$ cat config.mk
export PLATFORM = sky130hd
export DESIGN_NAME = serial_adder
export DESIGN_NICKNAME = d
export VERILOG_FILES = /design/src/rtl/serial_adder.sv
export SDC_FILE = /design/constraint.sdc
export NUM_CORES = 1
export LEC_CHECK = 0
export BUFFER_PORTS_ARGS = -buffer_cell sky130_fd_sc_hd__buf_4
export CORE_MARGIN = 2
export CORE_UTILIZATION = 49
export DETAILED_ROUTE_END_ITERATION = 10
export GPL_TIMING_DRIVEN = 0
export PLACE_DENSITY = 0.75
export SLEW_MARGIN = 20
export SYNTH_ARGS = -nofsm -noshare
export SYNTH_HDL_FRONTEND = slang
export SYNTH_SLANG_ARGS = --single-unit
$ cat constraint.sdc
create_clock -name clk -period 1.4 [get_ports clk]
set_input_delay 0.07 -clock clk [delete_from_list [all_inputs] [get_ports clk]]
set_output_delay 0.07 -clock clk [all_outputs]
set_load 0.02 [all_outputs]
$ cat src/rtl/serial_adder.sv
`default_nettype none
// ============================================================================
//  Module   : serial_adder
//  Purpose  : Bit-serial WIDTH-bit adder, LSB first, start/busy/done handshake.
//             Define SERIAL_SUB_EN to add the sub port (two's-complement a-b).
//  Revision : 1.0  initial release
// ============================================================================
module serial_adder #(
  parameter int WIDTH = 8
) (
  input  logic             clk,
  input  logic             rst_n,
  input  logic             start,
  input  logic [WIDTH-1:0] a,
  input  logic [WIDTH-1:0] b,
`ifdef SERIAL_SUB_EN
  input  logic             sub,
`endif
  output logic             busy,
  output logic             done,
  output logic [WIDTH-1:0] sum,
  output logic             cout
);

  localparam int               CNT_W  = $clog2(WIDTH);
  localparam logic [CNT_W-1:0] C_LAST = CNT_W'(WIDTH - 1);

  typedef enum logic [1:0] {
    IDLE = 2'd0,
    ADD  = 2'd1,
    DONE = 2'd2
  } state_t;

  state_t           state_q, state_d;
  logic [WIDTH-1:0] a_sr_q, a_sr_d;
  logic [WIDTH-1:0] b_sr_q, b_sr_d;
  logic [WIDTH-1:0] sum_q, sum_d;
  logic [CNT_W-1:0] cnt_q, cnt_d;
  logic             carry_q, carry_d;
  logic             cout_q, cout_d;

  logic             sub_mode;
  logic             start_sub;
  logic             b_eff;
  logic             sum_bit;
  logic             carry_nxt;

`ifdef SERIAL_SUB_EN
  logic sub_q, sub_d;

  always_ff @(posedge clk or negedge rst_n) begin
    if (!rst_n) begin
      sub_q <= 1'b0;
    end else begin
      sub_q <= sub_d;
    end
  end

  always_comb begin
    sub_d = sub_q;
    if (state_q == IDLE && start) begin
      sub_d = sub;
    end
  end

  assign sub_mode  = sub_q;
  assign start_sub = sub;
`else
  assign sub_mode  = 1'b0;
  assign start_sub = 1'b0;
`endif

  // Subtract inverts B and seeds the carry with 1 at launch.
  assign b_eff     = b_sr_q[0] ^ sub_mode;
  assign sum_bit   = a_sr_q[0] ^ b_eff ^ carry_q;
  assign carry_nxt = (a_sr_q[0] & b_eff) | (a_sr_q[0] & carry_q) | (b_eff & carry_q);

  always_ff @(posedge clk or negedge rst_n) begin
    if (!rst_n) begin
      state_q <= IDLE;
      a_sr_q  <= '0;
      b_sr_q  <= '0;
      sum_q   <= '0;
      cnt_q   <= '0;
      carry_q <= 1'b0;
      cout_q  <= 1'b0;
    end else begin
      state_q <= state_d;
      a_sr_q  <= a_sr_d;
      b_sr_q  <= b_sr_d;
      sum_q   <= sum_d;
      cnt_q   <= cnt_d;
      carry_q <= carry_d;
      cout_q  <= cout_d;
    end
  end

  always_comb begin
    state_d = state_q;
    a_sr_d  = a_sr_q;
    b_sr_d  = b_sr_q;
    sum_d   = sum_q;
    cnt_d   = cnt_q;
    carry_d = carry_q;
    cout_d  = cout_q;
    case (state_q)
      IDLE: begin
        if (start) begin
          state_d = ADD;
          a_sr_d  = a;
          b_sr_d  = b;
          cnt_d   = '0;
          carry_d = start_sub;
        end
      end
      ADD: begin
        a_sr_d  = a_sr_q >> 1;
        b_sr_d  = b_sr_q >> 1;
        sum_d   = {sum_bit, sum_q[WIDTH-1:1]};
        carry_d = carry_nxt;
        cnt_d   = cnt_q + CNT_W'(1);
        if (cnt_q == C_LAST) begin
          state_d = DONE;
          cout_d  = carry_nxt;
        end
      end
      DONE: begin
        state_d = IDLE;
      end
      default: begin
        state_d = IDLE;
      end
    endcase
  end

  assign busy = (state_q == ADD) || (state_q == DONE);
  assign done = (state_q == DONE);
  assign sum  = sum_q;
  assign cout = cout_q;

endmodule
`default_nettype wire

## Word-level counts from Yosys, hierarchy flattened

Index checks and enable logic that the tools add are counted.

- Bitwise operators: 7
- $add $sub $neg: 1
- Reduce and logical (&&, ||, !) cells: 6
- Equal/unequal tests: 5
- Mux-type cells: 11

Operators by type and width:

| operator | count |
|---|---|
| case mux 8 bit (2 select lines) | 2 |
| 2-to-1 mux 8 bit | 2 |
| case mux 3 bit (2 select lines) | 1 |
| AND reduction 2 bit | 3 |
| 2-to-1 mux 2 bit | 2 |
| != test 2 bit (second input constant) | 2 |
| case mux 2 bit (2 select lines) | 1 |
| adder 3 x 1 -> 3 bit (second input constant) | 1 |
| bitwise AND 1 bit | 3 |
| == test 3 bit (second input constant) | 1 |
| 2-to-1 mux 3 bit | 1 |
| == test 2 x 1 -> 1 bit (second input constant) | 1 |
| == test 2 bit (second input constant) | 1 |
| zero test 2 bit | 1 |
| OR 1 bit | 2 |
| case mux 1 bit (2 select lines) | 1 |
| nonzero test 2 bit | 1 |
| bitwise XOR 1 bit | 2 |
| logical OR 1 bit | 1 |
| 2-to-1 mux 1 bit | 1 |

- Logic and storage cells: 37
- Output and inout bits: 11
- Input port bits: 19
- Flip-flop bits (word level): 31

## Logic depth before layout (Yosys ltp)

Gate-level depths: netlist of run 1.

- Depth in word-level cells: 4
- Depth in mapped cells: 7
- Gate-level depth less buffers: 5

## Worst setup path before layout of run 1

Ideal clock, no wire load.

- Path kind: register to register
- Start: register state_q[1]
- End: register sum_q[5], in the netlist sum[5]
- Arrival time: 1309 ps
- Setup time: 125 ps
- Path buffers: 2
- Data required time: 1275 ps
- Path slack: -33 ps
- Period minus slack after synthesis: 1433 ps
- Stages on the path, launching flop included: 6
- Cells stage by stage: dfrtp_1 inv_1 ha_1 buf_2 buf_2 mux2_2

- Word-level cells in the longest chain between the ends: 1

Ends and longest elaborated chain:

| element | RTL line | text |
|---|---|---|
| start: declaration | 34 | `state_t state_q, state_d;` |
| start signal: assignment | 88 | `state_q <= state_d;` |
| == test 2 x 1 -> 1 bit | 106 | `case (state_q)` |
| end signal: assignment | 91 | `sum_q <= sum_d;` |
| end: declaration | 37 | `logic [WIDTH-1:0] sum_q, sum_d;` |

Every way passes these cells.
A chain may end at the register's enable or synchronous reset.

## Final worst setup path of run 1

- Start: register state_q[1]
- End: register sum_q[7], in the netlist sum[7]

The elaborated chain is that of the path after synthesis.

==> flow_summary_export.csv, run 1 <==
group,metric,value,unit
run_status,status,"finished with violations",
run_status,violations,"setup timing",
clocking,cts_sinks,31,
critical_path,worstSetupStartpointType,"flop",
finish,drive_gt1_frac,0.516,
clocking,path_clk_slew,0.12,ns
detailed_routing,routed_wirelength,3770,µm
finish,multi_input_area,781,µm²
critical_path,r2r_start,"state_q[1]",
grt,met1_usage,0.279,
clocking,root_buffer,"clkbuf_4",
grt,grtUsageTotal,0.221,
detailed_routing,ant_nets,0,
floorplanning,die_h,60.0,µm
critical_path,max_stage_delay,0.41,ns
detailed_routing,routed_via_density,5.63,
critical_path,arrival,1.66,ns
critical_path,critPathTopFamily,"flip-flops",
sta,worst_pin_slew,0.391,ns
power_and_ir_drop,powerDensity,2450,nW/µm²
floorplanning,rows,20,
min_path,hold_path_startpoint,"start",
critical_path,cp_slowest_cell,"dfrtp_1",
grt,grt_use_met2,0.360,
sta,slew_headroom,0.740,
finish,final_nets,206,
grt,grt_pass1_vias,1240,
sta,finalHoldViolCount,0,
synth,syn-cell-area,1540,µm²
sta,drv_slew,0,
power_and_ir_drop,total_leakage_power,0.932,nW
synth,synth-seq-area-share,0.505,
critical_path,ff2ff_path_depth,5,
floorplanning,fp.dieW,60.0,µm
synth,ys_warn_count,0,
grt,grt-ovfl-total,0,
floorplanning,ios,30,
grt,antenna_found_initial,0,
finish,layoutNonFillerInstCount,226,
floorplanning,die_area,3600,µm²
sta,fin_crit_sh,1.02,
min_path,whs_path_depth,3,
critical_path,critPathMaxFanout,10,
critical_path,endpoint_kind,"flop",
finish,final_util,0.708,
grt,grt_max_degree,32,
synth,ys_ff_latch,31,
clocking,clk_latency,0.35,ns
clocking,cts_tree,"built",
sta,timing.final.ws_setup,-0.0341,ns
place,dp_cells,211,
sta,worst_clock_skew,0.0250,ns
finish,fill_cells,209,
detailed_routing,vias,1273,
synth,ys_top_cells_by_area,"dfrtp_1, mux2_2, a211oi_2",
power_and_ir_drop,power.total,5.24,mW
finish,seq_area,776,µm²
finish,num_antenna_cells,0,
job,cap_violations,0,
clocking,numCtsBuffers,5,
detailed_routing,initialDrtViolationCount,77,
critical_path,crit_type,"flop to flop",
power_and_ir_drop,max-vdd-ir-drop,1220,µV
min_path,hp-class,"input pin to flop",
synth,avgSynthCellArea,11.1,µm²
critical_path,crit_cells,5,
sta,whs,0.0785,ns
sta,max_freq,697,MHz
critical_path,cp-startpoint,"state_q[1]",
detailed_routing,drc,0,
grt,grt_pass1_wl,5800,µm
synth,yosys.area.top_type,"dfrtp_1",
grt,top_usage_layer,"met2",
detailed_routing,avgRoutedWirePerCell,16.7,µm
synth,synth_nets,163,
clocking,cts_buffer_depth,2,
sta,post-route-min-period,1.43,ns
place,port_buffers,29,
floorplanning,initial_core_util,0.507,
grt,grt_util_met3,0.0693,
floorplanning,core,3030,µm²
sta,tns,-0.111,ns
synth,syn_inst,138,
place,hpwlAfterDp,2340,µm
synth,synth_top_cell_area_share,0.505,
critical_path,path_buf_inv,3,
clocking,htree_num_levels,2,
detailed_routing,firstDrtPassIters,4,
sta,finalSetupViolations,5,
sta,grt_setup_unrepaired,"true",
critical_path,path_cells,"inv_2, ha_2, buf_6, buf_8, mux2_2",
synth,synth_cell_types,29,
critical_path,required,1.62,ns
place,routabilityCongestion,0.806,
finish,area_growth,39.5,%
==> cells in the mapped netlist <==
library cell   n
mux2_2         9
mux2i_1        1
nor2b_2        1
fa_1           1
o21ai_0        4
o221a_2        3
nor2_1        12
a22o_1         3
a21oi_1        6
a211oi_1       2
and3_1         2
a211oi_2       6
nand4_1        1
o22ai_1       10
o22a_1         2
clkbuf_1       2
nand2_1        5
buf_2          2
nor3_1         9
buf_4          5
nand2b_1       2
and3b_1        1
inv_1          6
nand3_1        2
a221oi_1       2
buf_6          1
ha_1           5
or3_1          2
dfrtp_1       31
==> per-layer routing <==
metal	up-vias	part of all wire
met4	0	0.017
met3	8	0.049
li1	600	-
met2	41	0.51
met1	624	0.42
met5	-	0
==> final cells by class <==
type / count / area share
Inverter: 6 / 0.0105
Buffer: 10 / 0.0549
Clock buffer: 6 / 0.0239
Timing Repair Buffer: 36 / 0.142
Tap cell: 44 / 0.0257
Multi-Input combinational cell: 91 / 0.364
Sequential cell: 31 / 0.362
Clock inverter: 2 / 0.0163
==> per-stage QoR <==
step,setup WS [ns],area (µm²)
6_report,-0.0341,2140
3_5_place_dp,-0.192,1810
3_3_place_gp,-0.142,1810
2_1_floorplan,0.00872,1540
5_1_grt,-0.0838,2140
4_1_cts,-0.0174,2000
==> path summary, 6_finish.rpt <==
check / endpoint / slack (ns)
max in group asynchronous: cnt_q[1] / 0.91
max: sum[7] / -0.03
max reg2reg: sum[7] / -0.03
min: a_sr_q[6] / 0.08
min in group asynchronous: b_sr_q[7] / 0.18
min reg2reg: cnt_q[0] / 0.51
==> placed cells by master (no fill, tap or decap), types with 4 or more instances in the layout <==
cell,Yosys,routed
nor2_1,12,11
clkbuf_4,0,5
inv_2,0,4
buf_6,1,4
nor3_2,0,7
a211oi_2,6,7
buf_4,5,33
buf_8,0,4
dfrtp_1,31,31
o22ai_1,10,10
mux2_2,9,9
nand2_1,5,4
==> sequential cells by signal (all words and copies together), names as in the netlist <==
name	flops
state_q	2
cnt_q	3
cout	1
sum	8
carry_q	1
b_sr_q	8
a_sr_q	8
==> worst reg2reg max path, stage by stage, from the launching register on <==
cell and delay, ns:
dfrtp_1 0.41, inv_2 0.09, ha_2 0.21, buf_6 0.15
buf_8 0.14, mux2_2 0.33
==> where the power goes <==
part	switching, mW	internal (mW)
Sequential	0.337	1.31
Clock	0.316	0.422
Combinational	1.40	1.45
==> logic make-up after synthesis <==
family	after synthesis	synth area share
AO/OA/AOI/OAI	38	0.194
adder cells (fa/ha/maj)	6	0.0537
buffers and inverters	16	0.0578
flip-flops	31	0.505
multiplexers	10	0.0725
AND/OR/NAND/NOR	37	0.117
==> repair_timing <==
item / in CTS / in global routing
setup buffers: 3 / 1
pin swaps: 2 / 15
resized for setup: 14 / 33
cloned: 0 / 1
setup endpoints to repair: 22 / 30
hold endpoints to repair: 32 / 0
hold buffers: 2 / 0
No activity file was read; power rests on OpenSTA's default activity.
==> inputs of run 2 (changes only) <==
ABC_AREA = 1   (was default)
==> run 2 against run 1 <==
  * The flow now finishes without violations
  * Register-to-register slack improved by 0.12 ns
  * Utilization is 6.6 points lower
  * Sequential share of layout area grew 3.7 points
  * Critical path depth down 2
  * Critical endpoint is now busy
  * Highest routed layer unchanged
==> flow_summary_export.csv, run 2 <==
group,metric,value,unit
detailed_routing,routed_via_density,4.73,
floorplanning,die_h,60.0,µm
clocking,clk_latency,0.33,ns
grt,grt_pass1_vias,1241,
clocking,htree_num_levels,2,
finish,area_growth,26.4,%
place,hpwlAfterDp,2200,µm
critical_path,cp_slowest_cell,"dfrtp_1",
floorplanning,ios,30,
sta,finalHoldViolCount,0,
critical_path,required,1.33,ns
min_path,hp-class,"input pin to flop",
sta,timing.final.ws_setup,0.0858,ns
clocking,cts_setup_buffers,0,
place,place_ws,0.0148,ns
detailed_routing,avgRoutedWirePerCell,11.4,µm
synth,ys_top_cells_by_area,"dfrtp_1, nand2_1, nand3_1",
detailed_routing,vias,1320,
grt,grt_pass1_wl,5530,µm
critical_path,max_stage_delay,0.45,ns
power_and_ir_drop,powerDensity,2090,nW/µm²
synth,synth_cell_types,15,
detailed_routing,ant_nets,0,
clocking,cts_buffer_depth,2,
critical_path,worstSetupStartpointType,"flop",
synth,synth.most_common_cell,"nand2_1",
detailed_routing,routed_wirelength,3180,µm
power_and_ir_drop,power.total,4.06,mW
grt,grtUsageTotal,0.207,
sta,whs,0.0125,ns
detailed_routing,drc,0,
finish,final_cell_mix,"nand2_1, buf_4, dfrtp_1",
synth,syn-cell-area,1540,µm²
synth,synth_nets,220,
finish,final_util,0.642,
clocking,path_clk_slew,0.10,ns
detailed_routing,firstDrtPassIters,4,
sta,tns,0,ns
critical_path,critPathMaxFanout,3,
job,cap_violations,0,
sta,max_freq,761,MHz
sta,post-route-min-period,1.31,ns
sta,fin_crit_sh,0.939,
place,port_buffers,29,
detailed_routing,initialDrtViolationCount,85,
sta,drv_slew,0,
finish,final_common_cell,"nand2_1",
critical_path,endpoint_kind,"primary output",
floorplanning,initial_core_util,0.508,
grt,grt-ovfl-total,0,
finish,final_nets,259,
sta,worst_pin_slew,0.385,ns
synth,synth_edf_count,0,
synth,ys.flop_type,"dfrtp_1",
finish,drive_gt1_frac,0.234,
synth,synth-seq-area-share,0.504,
critical_path,crit_type,"flop to primary output",
grt,antenna_found_initial,0,
synth,synth_common_cells,"nand2_1, dfrtp_1, nand3_1",
synth,avgSynthCellArea,7.89,µm²
finish,num_antenna_cells,0,
sta,grt_setup_unrepaired,"false",
floorplanning,rows,20,
finish,fill_cells,283,
clocking,cts_sinks,31,
synth,ys_ff_latch,31,
synth,yosys.area.top_type,"dfrtp_1",
grt,grt_max_degree,32,
clocking,cts_tree,"built",
floorplanning,fp.dieW,60.0,µm
sta,finalSetupViolations,0,
clocking,numCtsBuffers,5,
floorplanning,core,3030,µm²
synth,ys_warn_count,0,
sta,worst_clock_skew,0.00854,ns
critical_path,path_cells,"inv_2, ha_4, buf_4",
floorplanning,die_area,3600,µm²
place,routabilityCongestion,0.733,
synth,synth_top_cell_area_share,0.504,
synth,syn_inst,195,
run_status,status,"complete, no violations",
critical_path,arrival,1.24,ns
sta,slew_headroom,0.743,
power_and_ir_drop,total_leakage_power,1.12,nW
clocking,root_buffer,"clkbuf_4",
power_and_ir_drop,max-vdd-ir-drop,882,µV
synth,async_flop_share,1.00,
## run 2: changes by cell type after synthesis, moves of 9 or more
cell and delta:
nand2_1 +104, nand3_1 +24, nor2_1 -11, mux2_2 -9, o22ai_1 -10, nor3_1 -9
## run 2: final timing paths
kind                               to  slack [ns]  startpoint  cells after the start
setup / recovery                 busy        0.09  state_q[0]                      3
hold / removal              b_sr_q[5]        0.01        b[5]                      5
setup reg to reg            b_sr_q[0]        0.09  state_q[0]                      8
hold reg to reg                sum[0]        0.48      sum[0]                      2
max in group asynchronous   a_sr_q[4]        0.92       rst_n                      2
min in group asynchronous  state_q[1]        0.18       rst_n                      2
## run 2: through the flow
step	std cells	area, µm²
floorplan	195	1540
global placement	268	1810
detailed placement	268	1810
CTS	279	1910
global route	279	1940
finish	279	1940
## run 2: kinds of logic after synthesis
group / synth area share
adders and majority gates: 0.0537
AOI/OAI and AO/OA: 0.00325
and+or+nand+nor: 0.377
DFF: 0.504
buffers and inverters: 0.0618
## run 2: final cells by class
cell class | instances | area (µm²) | share of cell area
Buffer | 10 | 82.6 | 0.0425
Clock buffer | 8 | 68.8 | 0.0354
Inverter | 6 | 22.5 | 0.0116
Multi-Input combinational cell | 148 | 692 | 0.356
Sequential cell | 31 | 776 | 0.399
Tap cell | 44 | 55.1 | 0.0283
Timing Repair Buffer | 32 | 248 | 0.127
## run 2: report_power, final
| part | total, mW | internal (mW) | switching [mW] |
|---|---|---|---|
| logic | 1.93 | 0.793 | 1.14 |
| registers | 1.53 | 1.28 | 0.252 |
| clock network | 0.602 | 0.295 | 0.307 |
## run 2: timing repair
| action | CTS | global route |
|---|---|---|
| setup endpoints to repair | 4 | 15 |
| gates resized for setup | 2 | 7 |
| hold buffers | 3 | 0 |
| endpoints found under the hold margin | 33 | 0 |
## run 2: critical path: cells and delay by family, from the launching register on
| kind | cells | cell delay (ns) |
|---|---|---|
| flops | 1 | 0.45 |
| buf+inv | 2 | 0.21 |
| fa+ha+maj | 1 | 0.26 |
## run 2: metal layers
metal  routed length [µm]  GRT usage  part of all wire  up-vias
met5                    0          0                 0        -
met4                   53     0.0571             0.017        0
met3                  109     0.0649             0.034        8
met2                 1500      0.329              0.47       27
met1                 1520      0.273              0.48      601
li1                     -          -                 -      684
